File: src/rtl/usb_txn_engine.sv
// Host-side USB transaction engine: runs OUT/IN transactions with per-endpoint
// DATA0/DATA1 toggle tracking, whole-transaction retry and a wait-state timeout.
module usb_txn_engine #(
    parameter int unsigned DATA_W      = 64,
    parameter int unsigned MAX_RETRY   = 8,
    parameter int unsigned TIMEOUT_LEN = 255,
    parameter int unsigned TO_W        = 8
) (
    input  logic                                 clk,
    input  logic                                 rst_b,
    input  logic                                 txn_start,
    input  logic                                 txn_dir,
    input  logic [6:0]                           txn_addr,
    input  logic [3:0]                           txn_endp,
    input  logic [DATA_W-1:0]                    txn_wdata,
    input  logic                                 clear_toggles,
    output logic                                 txn_busy,
    output logic                                 txn_done,
    output logic                                 txn_ok,
    output logic [DATA_W-1:0]                    txn_rdata,
    output logic [$clog2(MAX_RETRY+1)-1:0]       txn_retries,
    output logic                                 tx_valid,
    output logic [7:0]                           tx_pid,
    output logic [6:0]                           tx_addr,
    output logic [3:0]                           tx_endp,
    output logic [DATA_W-1:0]                    tx_payload,
    input  logic                                 tx_ready,
    input  logic                                 rx_valid,
    input  logic [7:0]                           rx_pid,
    input  logic [DATA_W-1:0]                    rx_payload,
    input  logic                                 rx_corrupt
);

    localparam int unsigned RET_W = $clog2(MAX_RETRY + 1);

    localparam logic [7:0] PID_OUT   = 8'hE1;
    localparam logic [7:0] PID_IN    = 8'h69;
    localparam logic [7:0] PID_DATA0 = 8'hC3;
    localparam logic [7:0] PID_DATA1 = 8'h4B;
    localparam logic [7:0] PID_ACK   = 8'hD2;

    typedef enum logic [2:0] {
        S_IDLE,
        S_TOKEN,
        S_OUT_DATA,
        S_WAIT_HS,
        S_WAIT_DATA,
        S_SEND_ACK,
        S_DONE
    } state_e;

    state_e              state_q, state_d;
    logic                dir_q, dir_d;
    logic [6:0]          addr_q, addr_d;
    logic [3:0]          endp_q, endp_d;
    logic [DATA_W-1:0]   wdata_q, wdata_d;
    logic                tog_q, tog_d;
    logic                dup_q, dup_d;
    logic [15:0]         toggles_q, toggles_d;
    logic [RET_W-1:0]    retries_q, retries_d;
    logic [TO_W-1:0]     timer_q, timer_d;
    logic [DATA_W-1:0]   rdata_q, rdata_d;

    logic                busy_q, busy_d;
    logic                done_q, done_d;
    logic                ok_q, ok_d;
    logic                tx_valid_q, tx_valid_d;
    logic [7:0]          tx_pid_q, tx_pid_d;
    logic [6:0]          tx_addr_q, tx_addr_d;
    logic [3:0]          tx_endp_q, tx_endp_d;
    logic [DATA_W-1:0]   tx_payload_q, tx_payload_d;

    logic                timeout_c;
    logic                rx_clean_c;
    logic                rx_is_data_c;

    assign timeout_c    = (timer_q == TO_W'(TIMEOUT_LEN));
    assign rx_clean_c   = rx_valid && !rx_corrupt;
    assign rx_is_data_c = (rx_pid == PID_DATA0) || (rx_pid == PID_DATA1);

    // Next-state, toggle bookkeeping and registered-output decode
    always_comb begin
        logic fail;
        logic flip;

        state_d   = state_q;
        dir_d     = dir_q;
        addr_d    = addr_q;
        endp_d    = endp_q;
        wdata_d   = wdata_q;
        tog_d     = tog_q;
        dup_d     = dup_q;
        retries_d = retries_q;
        timer_d   = timer_q;
        rdata_d   = rdata_q;
        ok_d      = 1'b0;
        fail      = 1'b0;
        flip      = 1'b0;

        unique case (state_q)
            S_IDLE: begin
                if (txn_start) begin
                    dir_d     = txn_dir;
                    addr_d    = txn_addr;
                    endp_d    = txn_endp;
                    wdata_d   = txn_wdata;
                    tog_d     = toggles_q[txn_endp];
                    dup_d     = 1'b0;
                    retries_d = '0;
                    state_d   = S_TOKEN;
                end
            end
            S_TOKEN: begin
                if (tx_ready) begin
                    timer_d = '0;
                    state_d = dir_q ? S_WAIT_DATA : S_OUT_DATA;
                end
            end
            S_OUT_DATA: begin
                if (tx_ready) begin
                    timer_d = '0;
                    state_d = S_WAIT_HS;
                end
            end
            S_WAIT_HS: begin
                timer_d = timer_q + TO_W'(1);
                if (rx_valid) begin
                    if (rx_clean_c && (rx_pid == PID_ACK)) begin
                        flip    = 1'b1;
                        ok_d    = 1'b1;
                        state_d = S_DONE;
                    end else begin
                        fail = 1'b1;
                    end
                end else if (timeout_c) begin
                    fail = 1'b1;
                end
            end
            S_WAIT_DATA: begin
                timer_d = timer_q + TO_W'(1);
                if (rx_valid) begin
                    if (rx_clean_c && rx_is_data_c) begin
                        // Matching toggle is new data; mismatch is a resent duplicate
                        if ((rx_pid == PID_DATA1) == tog_q) begin
                            rdata_d = rx_payload;
                            flip    = 1'b1;
                            dup_d   = 1'b0;
                        end else begin
                            dup_d   = 1'b1;
                        end
                        state_d = S_SEND_ACK;
                    end else begin
                        fail = 1'b1;
                    end
                end else if (timeout_c) begin
                    fail = 1'b1;
                end
            end
            S_SEND_ACK: begin
                if (tx_ready) begin
                    if (dup_q) begin
                        fail = 1'b1;
                    end else begin
                        ok_d    = 1'b1;
                        state_d = S_DONE;
                    end
                end
            end
            S_DONE: begin
                state_d = S_IDLE;
            end
            default: begin
                state_d = S_IDLE;
            end
        endcase

        // Failed attempt: resend the whole transaction or give up
        if (fail) begin
            dup_d = 1'b0;
            if (retries_q < RET_W'(MAX_RETRY)) begin
                retries_d = retries_q + RET_W'(1);
                state_d   = S_TOKEN;
            end else begin
                ok_d    = 1'b0;
                state_d = S_DONE;
            end
        end

        toggles_d = toggles_q;
        if (flip) begin
            toggles_d[endp_q] = ~toggles_q[endp_q];
        end
        if (clear_toggles) begin
            toggles_d = '0;
        end

        busy_d       = (state_d != S_IDLE);
        done_d       = (state_d == S_DONE);
        tx_valid_d   = (state_d == S_TOKEN) || (state_d == S_OUT_DATA) ||
                       (state_d == S_SEND_ACK);
        tx_pid_d     = 8'h00;
        tx_addr_d    = 7'd0;
        tx_endp_d    = 4'd0;
        tx_payload_d = '0;
        unique case (state_d)
            S_TOKEN: begin
                tx_pid_d  = dir_d ? PID_IN : PID_OUT;
                tx_addr_d = addr_d;
                tx_endp_d = endp_d;
            end
            S_OUT_DATA: begin
                tx_pid_d     = tog_d ? PID_DATA1 : PID_DATA0;
                tx_payload_d = wdata_d;
            end
            S_SEND_ACK: begin
                tx_pid_d = PID_ACK;
            end
            default: begin
                tx_pid_d = 8'h00;
            end
        endcase
    end

    // State, transaction context and output registers
    always_ff @(posedge clk or negedge rst_b) begin
        if (!rst_b) begin
            state_q      <= S_IDLE;
            dir_q        <= 1'b0;
            addr_q       <= 7'd0;
            endp_q       <= 4'd0;
            wdata_q      <= '0;
            tog_q        <= 1'b0;
            dup_q        <= 1'b0;
            toggles_q    <= '0;
            retries_q    <= '0;
            timer_q      <= '0;
            rdata_q      <= '0;
            busy_q       <= 1'b0;
            done_q       <= 1'b0;
            ok_q         <= 1'b0;
            tx_valid_q   <= 1'b0;
            tx_pid_q     <= 8'h00;
            tx_addr_q    <= 7'd0;
            tx_endp_q    <= 4'd0;
            tx_payload_q <= '0;
        end else begin
            state_q      <= state_d;
            dir_q        <= dir_d;
            addr_q       <= addr_d;
            endp_q       <= endp_d;
            wdata_q      <= wdata_d;
            tog_q        <= tog_d;
            dup_q        <= dup_d;
            toggles_q    <= toggles_d;
            retries_q    <= retries_d;
            timer_q      <= timer_d;
            rdata_q      <= rdata_d;
            busy_q       <= busy_d;
            done_q       <= done_d;
            ok_q         <= ok_d;
            tx_valid_q   <= tx_valid_d;
            tx_pid_q     <= tx_pid_d;
            tx_addr_q    <= tx_addr_d;
            tx_endp_q    <= tx_endp_d;
            tx_payload_q <= tx_payload_d;
        end
    end

    assign txn_busy    = busy_q;
    assign txn_done    = done_q;
    assign txn_ok      = ok_q;
    assign txn_rdata   = rdata_q;
    assign txn_retries = retries_q;
    assign tx_valid    = tx_valid_q;
    assign tx_pid      = tx_pid_q;
    assign tx_addr     = tx_addr_q;
    assign tx_endp     = tx_endp_q;
    assign tx_payload  = tx_payload_q;

endmodule

File: config.mk
export PLATFORM = sky130hd
export DESIGN_NAME = usb_txn_engine
export DESIGN_NICKNAME = d
export VERILOG_FILES = /design/src/rtl/usb_txn_engine.sv
export SDC_FILE = /design/constraint.sdc
export NUM_CORES = 1
export LEC_CHECK = 0
export CAP_MARGIN = 20
export CELL_PAD_IN_SITES_DETAIL_PLACEMENT = 0
export CELL_PAD_IN_SITES_GLOBAL_PLACEMENT = 1
export CORE_UTILIZATION = 39
export DETAILED_ROUTE_END_ITERATION = 12
export PLACE_DENSITY_LB_ADDON = 0.1
export SYNTH_ARGS = -nofsm -noshare
export SYNTH_HDL_FRONTEND = slang
export SYNTH_SLANG_ARGS = --single-unit
File: constraint.sdc
create_clock -name clk -period 6.3 [get_ports clk]
set_input_delay 1.26 -clock clk [delete_from_list [all_inputs] [get_ports clk]]
set_output_delay 1.26 -clock clk [all_outputs]
set_load 0.01 [all_outputs]
# Word level (Yosys, flattened, before mapping)
# Index checks and enable logic that the tools add are counted.
word_totals:
  register_bits: 260
  input_bits: 155
  output_inout_bits: 155
  wordCells: 131
classes:
  addsub: 2
  n_lt_le_gt_ge: 4
  n_eq_ne: 18
  n_mux: 69
  n_bitwise: 1
  reduce_logical: 18
op_table:
  columns: ["cell", "count"]
  rows:
  - ["64-bit 2-to-1 mux", 3]
  - ["3-bit 2-to-1 mux", 12]
  - ["16-bit 2-to-1 mux", 2]
  - ["1-bit 2-to-1 mux", 28]
  - ["4-bit 2-to-1 mux", 7]
  - ["8-bit equality test, second input constant", 3]
  - ["8-bit 2-to-1 mux", 3]
  - ["8-bit one-hot mux with 3 select lines", 1]
  - ["7-bit 2-to-1 mux", 3]
  - ["3-bit one-hot mux with 6 select lines", 1]
  - ["16-bit bitwise mux", 1]
  - ["8-bit one-hot mux with 2 select lines", 1]
  - ["3-bit equality test, second input constant", 4]
  - ["4-bit by 5-bit < comparator with 1-bit output, second input constant", 2]
  - ["3-bit by 2-bit equality test with 1-bit output, second input constant", 3]
  - ["3-bit != test, second input constant", 3]
  - ["8-bit by 1-bit adder with 8-bit output, second input constant", 1]
  - ["1-bit binary-select mux with 4-bit select", 2]
  - ["8-bit by 7-bit equality test with 1-bit output, second input constant", 1]
  - ["4-bit AND reduction", 2]
  - ["3-bit by 1-bit equality test with 1-bit output, second input constant", 2]
  - ["1-bit one-hot mux with 2 select lines", 3]
  - ["3-bit nonzero test", 2]
  - ["4-bit by 1-bit adder with 4-bit output, second input constant", 1]
  - ["14 further kinds", 21]

# Logic depth before layout (Yosys ltp)
# Gate-level depths: netlist of run 1.
depth:
  word_depth: 10
  depth_mapped: 10
  ltp_nobuf: 8

# Worst setup path after synthesis of run 1
# No wires, ideal clock.
synth_path:
  kind: "input port to flip-flop"
  start: "in rx_pid[5]"
  end: "reg tx_pid_q[7] (netlist: tx_pid[7])"
  setup_time_ns: 0.122
  arrival_ns: 2.855
  required_time_ns: 6.178
  setup_slack_ns: 3.323
  path_stages: 8
  n_path_buf: 2
  cell_sequence: "or3b_4 > o21ai_2 > a31oi_2 > o21ba_1 > buf_6 > or2_1 > buf_4 > a32o_1"
synth_via:
  elab_chain_len: 9
  word_cells_on_any_way: 21
  cone_classes: "eq/ne (6); mux (12); reduce/logical (3)"
synth_lines:
  columns: ["element", "line", "source"]
  rows:
  - ["start, declared", "29", "input logic [7:0] rx_pid,"]
  - ["8-bit equality test / 8-bit by 7-bit equality test with 1-bit output (equally long branches)", "79", "assign rx_is_data_c = (rx_pid == PID_DATA0) || (rx_pid == PID_DATA1);"]
  - ["1-bit logical OR", "79", null]
  - ["1-bit logical AND", "142", "if (rx_clean_c && rx_is_data_c) begin"]
  - ["3-bit 2-to-1 mux / 1-bit 2-to-1 mux (equally long branches)", "142", null]
  - ["3-bit 2-to-1 mux / 1-bit 2-to-1 mux (equally long branches)", "141", "if (rx_valid) begin"]
  - ["3-bit one-hot mux with 6 select lines / 1-bit one-hot mux with 3 select lines (equally long branches)", "100", "unique case (state_q)"]
  - ["3-bit 2-to-1 mux *", "178", "if (fail) begin"]
  - ["3-bit equality test, or another cell as far along", "205", "unique case (state_d)"]
  - ["8-bit one-hot mux with 3 select lines *", "205", null]
  - ["net tx_pid_d[7]", "68", "logic [7:0] tx_pid_q, tx_pid_d;"]
  - ["end signal, assigned", "262", "tx_pid_q <= tx_pid_d;"]
  - ["end, declared", "68", null]
# The timed path passes the listed nets; every way through them passes the cells marked *.
# A chain may end at the register's enable or synchronous reset.

# Worst setup path after layout of run 1
layout_path:
  start: "in rx_pid[0]"
  end: "reg tx_payload_q[41] (netlist: tx_payload[41])"
layout_via:
  elab_chain_len: 9
  word_cells_on_any_way: 19
  cone_classes: "eq/ne (4); mux (12); reduce/logical (3)"
layout_lines:
  columns: ["element", "line", "source"]
  rows:
  - ["8-bit equality test / 8-bit by 7-bit equality test with 1-bit output (equally long branches)", "79", null]
  - ["1-bit logical OR", "79", null]
  - ["1-bit logical AND", "142", null]
  - ["3-bit 2-to-1 mux / 1-bit 2-to-1 mux (equally long branches)", "142", null]
  - ["3-bit 2-to-1 mux / 1-bit 2-to-1 mux (equally long branches)", "141", null]
  - ["3-bit one-hot mux with 6 select lines / 1-bit one-hot mux with 3 select lines (equally long branches)", "100", null]
  - ["3-bit 2-to-1 mux *", "178", null]
  - ["3-bit by 2-bit equality test with 1-bit output *", "205", null]
  - ["64-bit 2-to-1 mux *", "205", null]
  - ["net tx_payload_d[41]", "71", "logic [DATA_W-1:0] tx_payload_q, tx_payload_d;"]
  - ["end signal, assigned", "265", "tx_payload_q <= tx_payload_d;"]
  - ["end, declared", "71", null]
# Marks and branches as above.

==> results of run 1 <==
==> metrics by stage <==
step	hold slack [ns]	setup slack (ns)	std cells	utilization	instance area (um2)
3_5_place_dp	0.456	2.33	1485	0.532	13500
5_1_grt	0.479	2.71	1538	0.568	14400
2_1_floorplan	0.439	3.32	889	-	10100
4_1_cts	0.470	2.89	1538	0.568	14400
6_report	0.465	2.92	1539	0.568	14400
3_3_place_gp	0.451	2.36	1485	0.532	13500
==> report_power, final <==
group	total, uW	switching [uW]	internal [uW]	leakage [uW]
combinational	1650	914	737	0.00282
sequential	2320	217	2100	0.00346
clock	1600	660	935	0.000467
==> path summary, 6_finish.rpt <==
kind | start | endpoint | slack (ns) | cells after the start
worst min-delay path | wdata_q[4] | wdata_q[4] | 0.47 | 2
worst max register to register | timer_q[0] | tx_payload[41] | 3.53 | 8
worst max-delay path | rx_pid[0] | tx_payload[41] | 2.92 | 8
min in group asynchronous | rst_b | txn_rdata[49] | 0.86 | 1
worst min register to register | wdata_q[4] | wdata_q[4] | 0.47 | 2
max in group asynchronous | rst_b | tx_payload[34] | 4.17 | 2
==> cells by family (layout without fill, tap and decap cells) <==
logic type	Yosys count	after routing
adders and majority gates	2	2
xor gates and xnor gates	7	7
buffers and inverters	52	371
other	1	2
AOI/OAI and AO/OA	129	129
and+or+nand+nor	338	338
DFF	259	259
muxes	101	101
==> critical path: stages <==
cell	delay, ns
sky130_fd_sc_hd__clkdlybuf4s50_1	0.46
sky130_fd_sc_hd__or3b_4	0.41
sky130_fd_sc_hd__o21ai_2	0.16
sky130_fd_sc_hd__a31oi_2	0.17
sky130_fd_sc_hd__o21ba_1	0.35
sky130_fd_sc_hd__o21ai_4	0.18
sky130_fd_sc_hd__buf_4	0.59
sky130_fd_sc_hd__a21oi_1	0.11
==> registers in the layout, indices dropped and copies added (netlist names) <==
name	cells
dir_q	1
tx_valid	1
txn_ok	1
tx_payload	64
tx_addr	7
tx_pid	7
tog_q	1
endp_q	4
dup_q	1
txn_retries	4
toggles_q	16
txn_rdata	64
tx_endp	4
state_q	3
wdata_q	64
timer_q	8
txn_busy	1
txn_done	1
addr_q	7
==> per-layer routing <==
layer | global-route usage | up-vias | wire length (um)
li1 | - | 3574 | -
met1 | 0.246 | 3610 | 11000
met2 | 0.303 | 216 | 11300
met3 | 0.0485 | 36 | 1880
met4 | 0.0480 | 0 | 450
met5 | 0 | - | 0
==> synth_stat cells, types with 3 or more instances <==
master / count / share of area
sky130_fd_sc_hd__dfrtp_1: 259 / 0.64
sky130_fd_sc_hd__nand2_1: 256 / 0.095
sky130_fd_sc_hd__a21oi_1: 90 / 0.044
sky130_fd_sc_hd__mux2_1: 40 / 0.044
sky130_fd_sc_hd__nor2_1: 33 / 0.012
sky130_fd_sc_hd__mux2_2: 31 / 0.034
sky130_fd_sc_hd__clkbuf_1: 27 / 0.010
sky130_fd_sc_hd__mux2i_1: 26 / 0.026
sky130_fd_sc_hd__buf_2: 14 / 0.0069
sky130_fd_sc_hd__nand3_1: 10 / 0.0049
sky130_fd_sc_hd__o21ai_0: 9 / 0.0044
sky130_fd_sc_hd__nand2b_1: 6 / 0.0037
sky130_fd_sc_hd__nor2b_1: 6 / 0.0037
sky130_fd_sc_hd__nor3_1: 5 / 0.0025
sky130_fd_sc_hd__a2111oi_1: 4 / 0.0040
sky130_fd_sc_hd__buf_4: 4 / 0.0030
sky130_fd_sc_hd__mux4_2: 4 / 0.0089
sky130_fd_sc_hd__xor2_1: 4 / 0.0035
sky130_fd_sc_hd__a211oi_1: 3 / 0.0022
sky130_fd_sc_hd__inv_1: 3 / 0.0011
sky130_fd_sc_hd__o21ai_1: 3 / 0.0015
sky130_fd_sc_hd__xnor2_1: 3 / 0.0026
==> area by class of cell <==
class                           count  area, um2  share of cell area
Antenna cell                        1       2.50            0.000174
Sequential cell                   259       6480               0.450
Multi-Input combinational cell    578       3430               0.238
Clock inverter                     12       63.8             0.00443
Inverter                            4       15.0             0.00104
Timing Repair Buffer              314       3150               0.218
Tap cell                          330        413              0.0287
Clock buffer                       41        851              0.0591
==> impl_metrics.py, run 1 <==
metrics = {
    "outcome": {
        "status": "completed",
    },
    "synth": {
        "synth_xor_xnor_area_share": 0.00605,
        "synth_simple_gate_area_frac": 0.141,
        "synth_nets": 1046,
        "ys.flop_type": "sky130_fd_sc_hd__dfrtp_1",
        "postSynthAreaPerCell_um2": 11.4,
        "post_synthesis_cell_count": 889,
        "synth-edff-count": 0,
        "synth_compound_area_frac": 0.0731,
        "yosys.area_share.adder": 0.00247,
        "main_combinational_cell_family_by_area_after_synthesis": "simple AND/OR/NAND/NOR gates",
        "ys_seq_elements": 259,
        "ys_warn_count": 0,
        "synth_area_um2": 10100,
        "synth.distinct_cells": 60,
        "async_flop_share": 1.00,
        "mux_contribution_to_synthesized_area": 0.114,
        "ys_seq_area_frac": 0.640,
    },
    "cells_and_area": {
        "mostFrequentLayoutCells": "sky130_fd_sc_hd__clkdlybuf4s50_1 (307), sky130_fd_sc_hd__dfrtp_1 (259), sky130_fd_sc_hd__nand2_1 (256), sky130_fd_sc_hd__a21oi_1 (90), sky130_fd_sc_hd__mux2_1 (40)",
        "layout.cells.most_common": "sky130_fd_sc_hd__clkdlybuf4s50_1",
        "layout.nets": 1343,
        "syn2layout_area_growth_pct": 42.1,
        "layout-drive-gt1-share": 0.0869,
        "filler_cell_count": 2213,
    },
    "global_routing": {
        "total_global_routing_overflow": 0,
        "first_pass_grt_wire_length_um": 39700,
        "first_global_vias": 7553,
        "grt_util_all_layers": 0.186,
        "antenna_found_initial": 1,
        "grt_start_max_net_pins": 136,
    },
    "die": {
        "pin_count": 310,
        "placement_rows": 58,
        "die-width_um": 163,
        "core_um2": 25300,
        "floorplan.initialDensity": 0.400,
        "die_h_um": 163,
        "die_area_um2": 26600,
    },
    "drt": {
        "wl_per_cell_um": 16.0,
        "drt_first_pass_iters": 4,
        "drtAntennaViolNets": 0,
        "vias_per_cell": 4.83,
        "drt_wl_total_um": 24700,
        "routed_vias": 7436,
        "detailedRoute.firstIterationViolations": 368,
        "detail_route.drc_violations": 0,
    },
    "placement": {
        "gp_congestion": 0.762,
        "portBuffers": 308,
        "hpwl_um": 16100,
    },
    "worst_setup_path": {
        "path_class": "input pin to flop",
        "critical_path_peak_fanout": 67,
        "timing.critical_path.arrival_ns": 3.76,
        "crit_path_end_kind": "flop",
        "setup.worst_path.start_class": "input pin",
        "timing.critical_path.required_ns": 6.68,
    },
    "timing": {
        "number_of_max_slew_violations_in_the_final_report": 0,
        "fin_crit_sh": 0.537,
        "setup-tns-final_ns": 0,
        "fmax_mhz": 296,
        "worstMarginPinSlew_ns": 1.00,
        "final_hold_fails": 0,
        "finalSetupViolCount": 0,
        "fin_crit_ns": 3.38,
        "max_slew_margin": 0.333,
        "unrepaired_setup_endpoints_after_global_routing": "no",
        "final.setup_skew_ns": 0.0121,
    },
    "cts": {
        "cts.reportedPaths.clkPinSlew_ns": 0.06,
        "ctsHtreeMaxLevel": 1,
        "ctsLongestPathBuffers": 3,
        "clock_sinks": 259,
        "post-cts-setup-buffers": 0,
        "cts-hold-fix-buffers": 0,
        "clock_insertion_delay_worst_skew_ns": 0.54,
        "tritoncts": "built",
        "cts_resized": 0,
        "clock-root-buffer": "sky130_fd_sc_hd__clkbuf_16",
        "tritoncts.num_buffers": 29,
    },
    "pwr": {
        "leakage_component_of_the_power_uw": 0.00675,
        "powerDensity_nw_per_um2": 386,
        "max-vdd-ir-drop_v": 0.000256,
        "power_uw": 5560,
    },
    "hold_path": {
        "hold_class": "flop to flop",
    },
    "job": {
        "max_cap_viol_count": 0,
    },
}
Power figures use the tool's default switching activity.
==> run 2: changes to the inputs <==
--- a/config.mk
+++ b/config.mk
@@ -8,7 +8,7 @@
 export CAP_MARGIN = 20
 export CELL_PAD_IN_SITES_DETAIL_PLACEMENT = 0
 export CELL_PAD_IN_SITES_GLOBAL_PLACEMENT = 1
-export CORE_UTILIZATION = 39
+export CORE_UTILIZATION = 36
 export DETAILED_ROUTE_END_ITERATION = 12
 export PLACE_DENSITY_LB_ADDON = 0.1
 export SYNTH_ARGS = -nofsm -noshare
==> constraint.sdc (replaced) <==
create_clock -name clk -period 3.3 [get_ports clk]
set_input_delay 0.66 -clock clk [delete_from_list [all_inputs] [get_ports clk]]
set_output_delay 0.66 -clock clk [all_outputs]
set_load 0.01 [all_outputs]
==> impl_metrics.py, run 2 (same netlist as run 1, synthesis figures left out) <==
metrics = {
    "cts": {
        "clock_insertion_delay_worst_skew_ns": 0.53,
        "tritoncts.num_buffers": 28,
        "clock_sinks": 259,
        "clock-root-buffer": "sky130_fd_sc_hd__clkbuf_16",
        "tritoncts": "built",
        "post-cts-setup-buffers": 0,
        "ctsLongestPathBuffers": 3,
        "cts.reportedPaths.clkPinSlew_ns": 0.06,
        "ctsHtreeMaxLevel": 1,
        "cts_resized": 0,
        "cts-hold-fix-buffers": 0,
    },
    "drt": {
        "vias_per_cell": 4.68,
        "routed_vias": 7484,
        "drt_first_pass_iters": 6,
        "drt_wl_total_um": 25500,
        "drtAntennaViolNets": 0,
        "detailedRoute.firstIterationViolations": 420,
        "detail_route.drc_violations": 0,
        "wl_per_cell_um": 15.9,
    },
    "cells_and_area": {
        "mostFrequentLayoutCells": "sky130_fd_sc_hd__clkdlybuf4s50_1 (307), sky130_fd_sc_hd__dfrtp_1 (259), sky130_fd_sc_hd__nand2_1 (256), sky130_fd_sc_hd__a21oi_1 (90), sky130_fd_sc_hd__mux2_1 (40)",
        "instances_no_fill": 1598,
        "layout.cells.most_common": "sky130_fd_sc_hd__clkdlybuf4s50_1",
        "syn2layout_area_growth_pct": 45.4,
        "final_area_um2": 14700,
        "layout.nets": 1355,
        "antenna_cells": 0,
        "layout-drive-gt1-share": 0.0967,
    },
    "timing": {
        "fmax_mhz": 397,
        "max_slew_margin": 0.507,
        "setup-tns-final_ns": 0,
        "finalSetupViolCount": 0,
        "number_of_max_slew_violations_in_the_final_report": 0,
        "unrepaired_setup_endpoints_after_global_routing": "no",
        "final.setup_skew_ns": 0.00642,
        "worstMarginPinSlew_ns": 0.736,
        "fin_crit_sh": 0.764,
        "fin_crit_ns": 2.52,
        "final_hold_fails": 0,
    },
    "global_routing": {
        "first_pass_grt_wire_length_um": 41100,
        "grt_start_max_net_pins": 83,
        "first_global_vias": 7652,
        "antenna_found_initial": 1,
        "grt_util_all_layers": 0.179,
        "total_global_routing_overflow": 0,
    },
    "placement": {
        "gp_congestion": 0.746,
        "dp.cells": 1546,
        "placed_area_um2": 13700,
        "portBuffers": 308,
        "hpwl_um": 17200,
    },
    "job": {
        "max_cap_viol_count": 0,
    },
    "die": {
        "die_area_um2": 28800,
        "placement_rows": 61,
        "die-width_um": 170,
        "floorplan.initialDensity": 0.366,
        "die_h_um": 170,
        "pin_count": 310,
        "core_um2": 27700,
    },
    "worst_setup_path": {
        "timing.critical_path.required_ns": 3.73,
        "worstSetupEndpoint": "tx_pid[3]",
        "critical_path_peak_fanout": 6,
        "rrSetupSlack_ns": 0.85,
        "worst_r2r_path_depth": 8,
        "r2r_start": "timer_q[0]",
        "reg2reg_to": "tx_pid[3]",
        "crit_start": "rx_pid[0]",
        "timing.critical_path.arrival_ns": 2.95,
        "setup.worst_path.start_class": "input pin",
        "path_class": "input pin to flop",
        "crit_path_end_kind": "flop",
    },
    "outcome": {
        "status": "completed",
    },
    "pwr": {
        "power_uw": 11000,
        "powerDensity_nw_per_um2": 749,
        "leakage_component_of_the_power_uw": 0.00689,
        "max-vdd-ir-drop_v": 0.000406,
    },
    "hold_path": {
        "hold_class": "input pin to async pin",
    },
}
[run 2: metal layers]
metal  vias to the layer above  global-route usage  part of all wire
met5                         -                   0                 0
met4                         0              0.0353             0.018
met3                        30              0.0534             0.079
met2                       208               0.292              0.46
met1                      3639               0.235              0.44
li1                       3607                   -                 -
[run 2: power by group]
| part | leakage, uW | internal, uW | switching [uW] |
|---|---|---|---|
| Combinational | 0.00292 | 1490 | 1780 |
| Clock | 0.000503 | 2070 | 1270 |
| Sequential | 0.00346 | 4010 | 421 |
[run 2: critical path: stages]
cell and delay [ns]:
sky130_fd_sc_hd__clkdlybuf4s50_1 0.48, sky130_fd_sc_hd__or3b_4 0.41, sky130_fd_sc_hd__o21ai_2 0.16, sky130_fd_sc_hd__a31oi_2 0.16, sky130_fd_sc_hd__nor3_1 0.46, sky130_fd_sc_hd__or2_1 0.30, sky130_fd_sc_hd__inv_2 0.07, sky130_fd_sc_hd__o32ai_1 0.25
[run 2: worst min path at each step]
stage,slack (ns),from,endpoint
after global placement,0.45,addr_q[5],addr_q[5]
after floorplan,0.36,rst_b,addr_q[0]
after detailed placement,0.46,wdata_q[16],wdata_q[16]
after global routing,0.17,rst_b,txn_rdata[26]
final,0.14,rst_b,txn_rdata[26]
after CTS,0.15,rst_b,txn_retries[3]
[run 2: stage by stage]
stage	util	setup WS, ns	hold slack (ns)
after floorplan	-	0.923	0.364
after global placement	0.495	0.289	0.452
after detailed placement	0.495	0.259	0.456
after CTS	0.532	0.814	0.151
after global routing	0.532	0.659	0.167
final	0.532	0.778	0.137
[run 2: final cells by class]
class | instances | area [um2]
flip-flops and latches | 259 | 6480
well taps | 378 | 473
inverters | 4 | 15.0
fillers | 2533 | 13000
repair buffers | 327 | 3330
clock inverters | 13 | 173
clock buffers | 39 | 833
multi-input cells | 578 | 3430
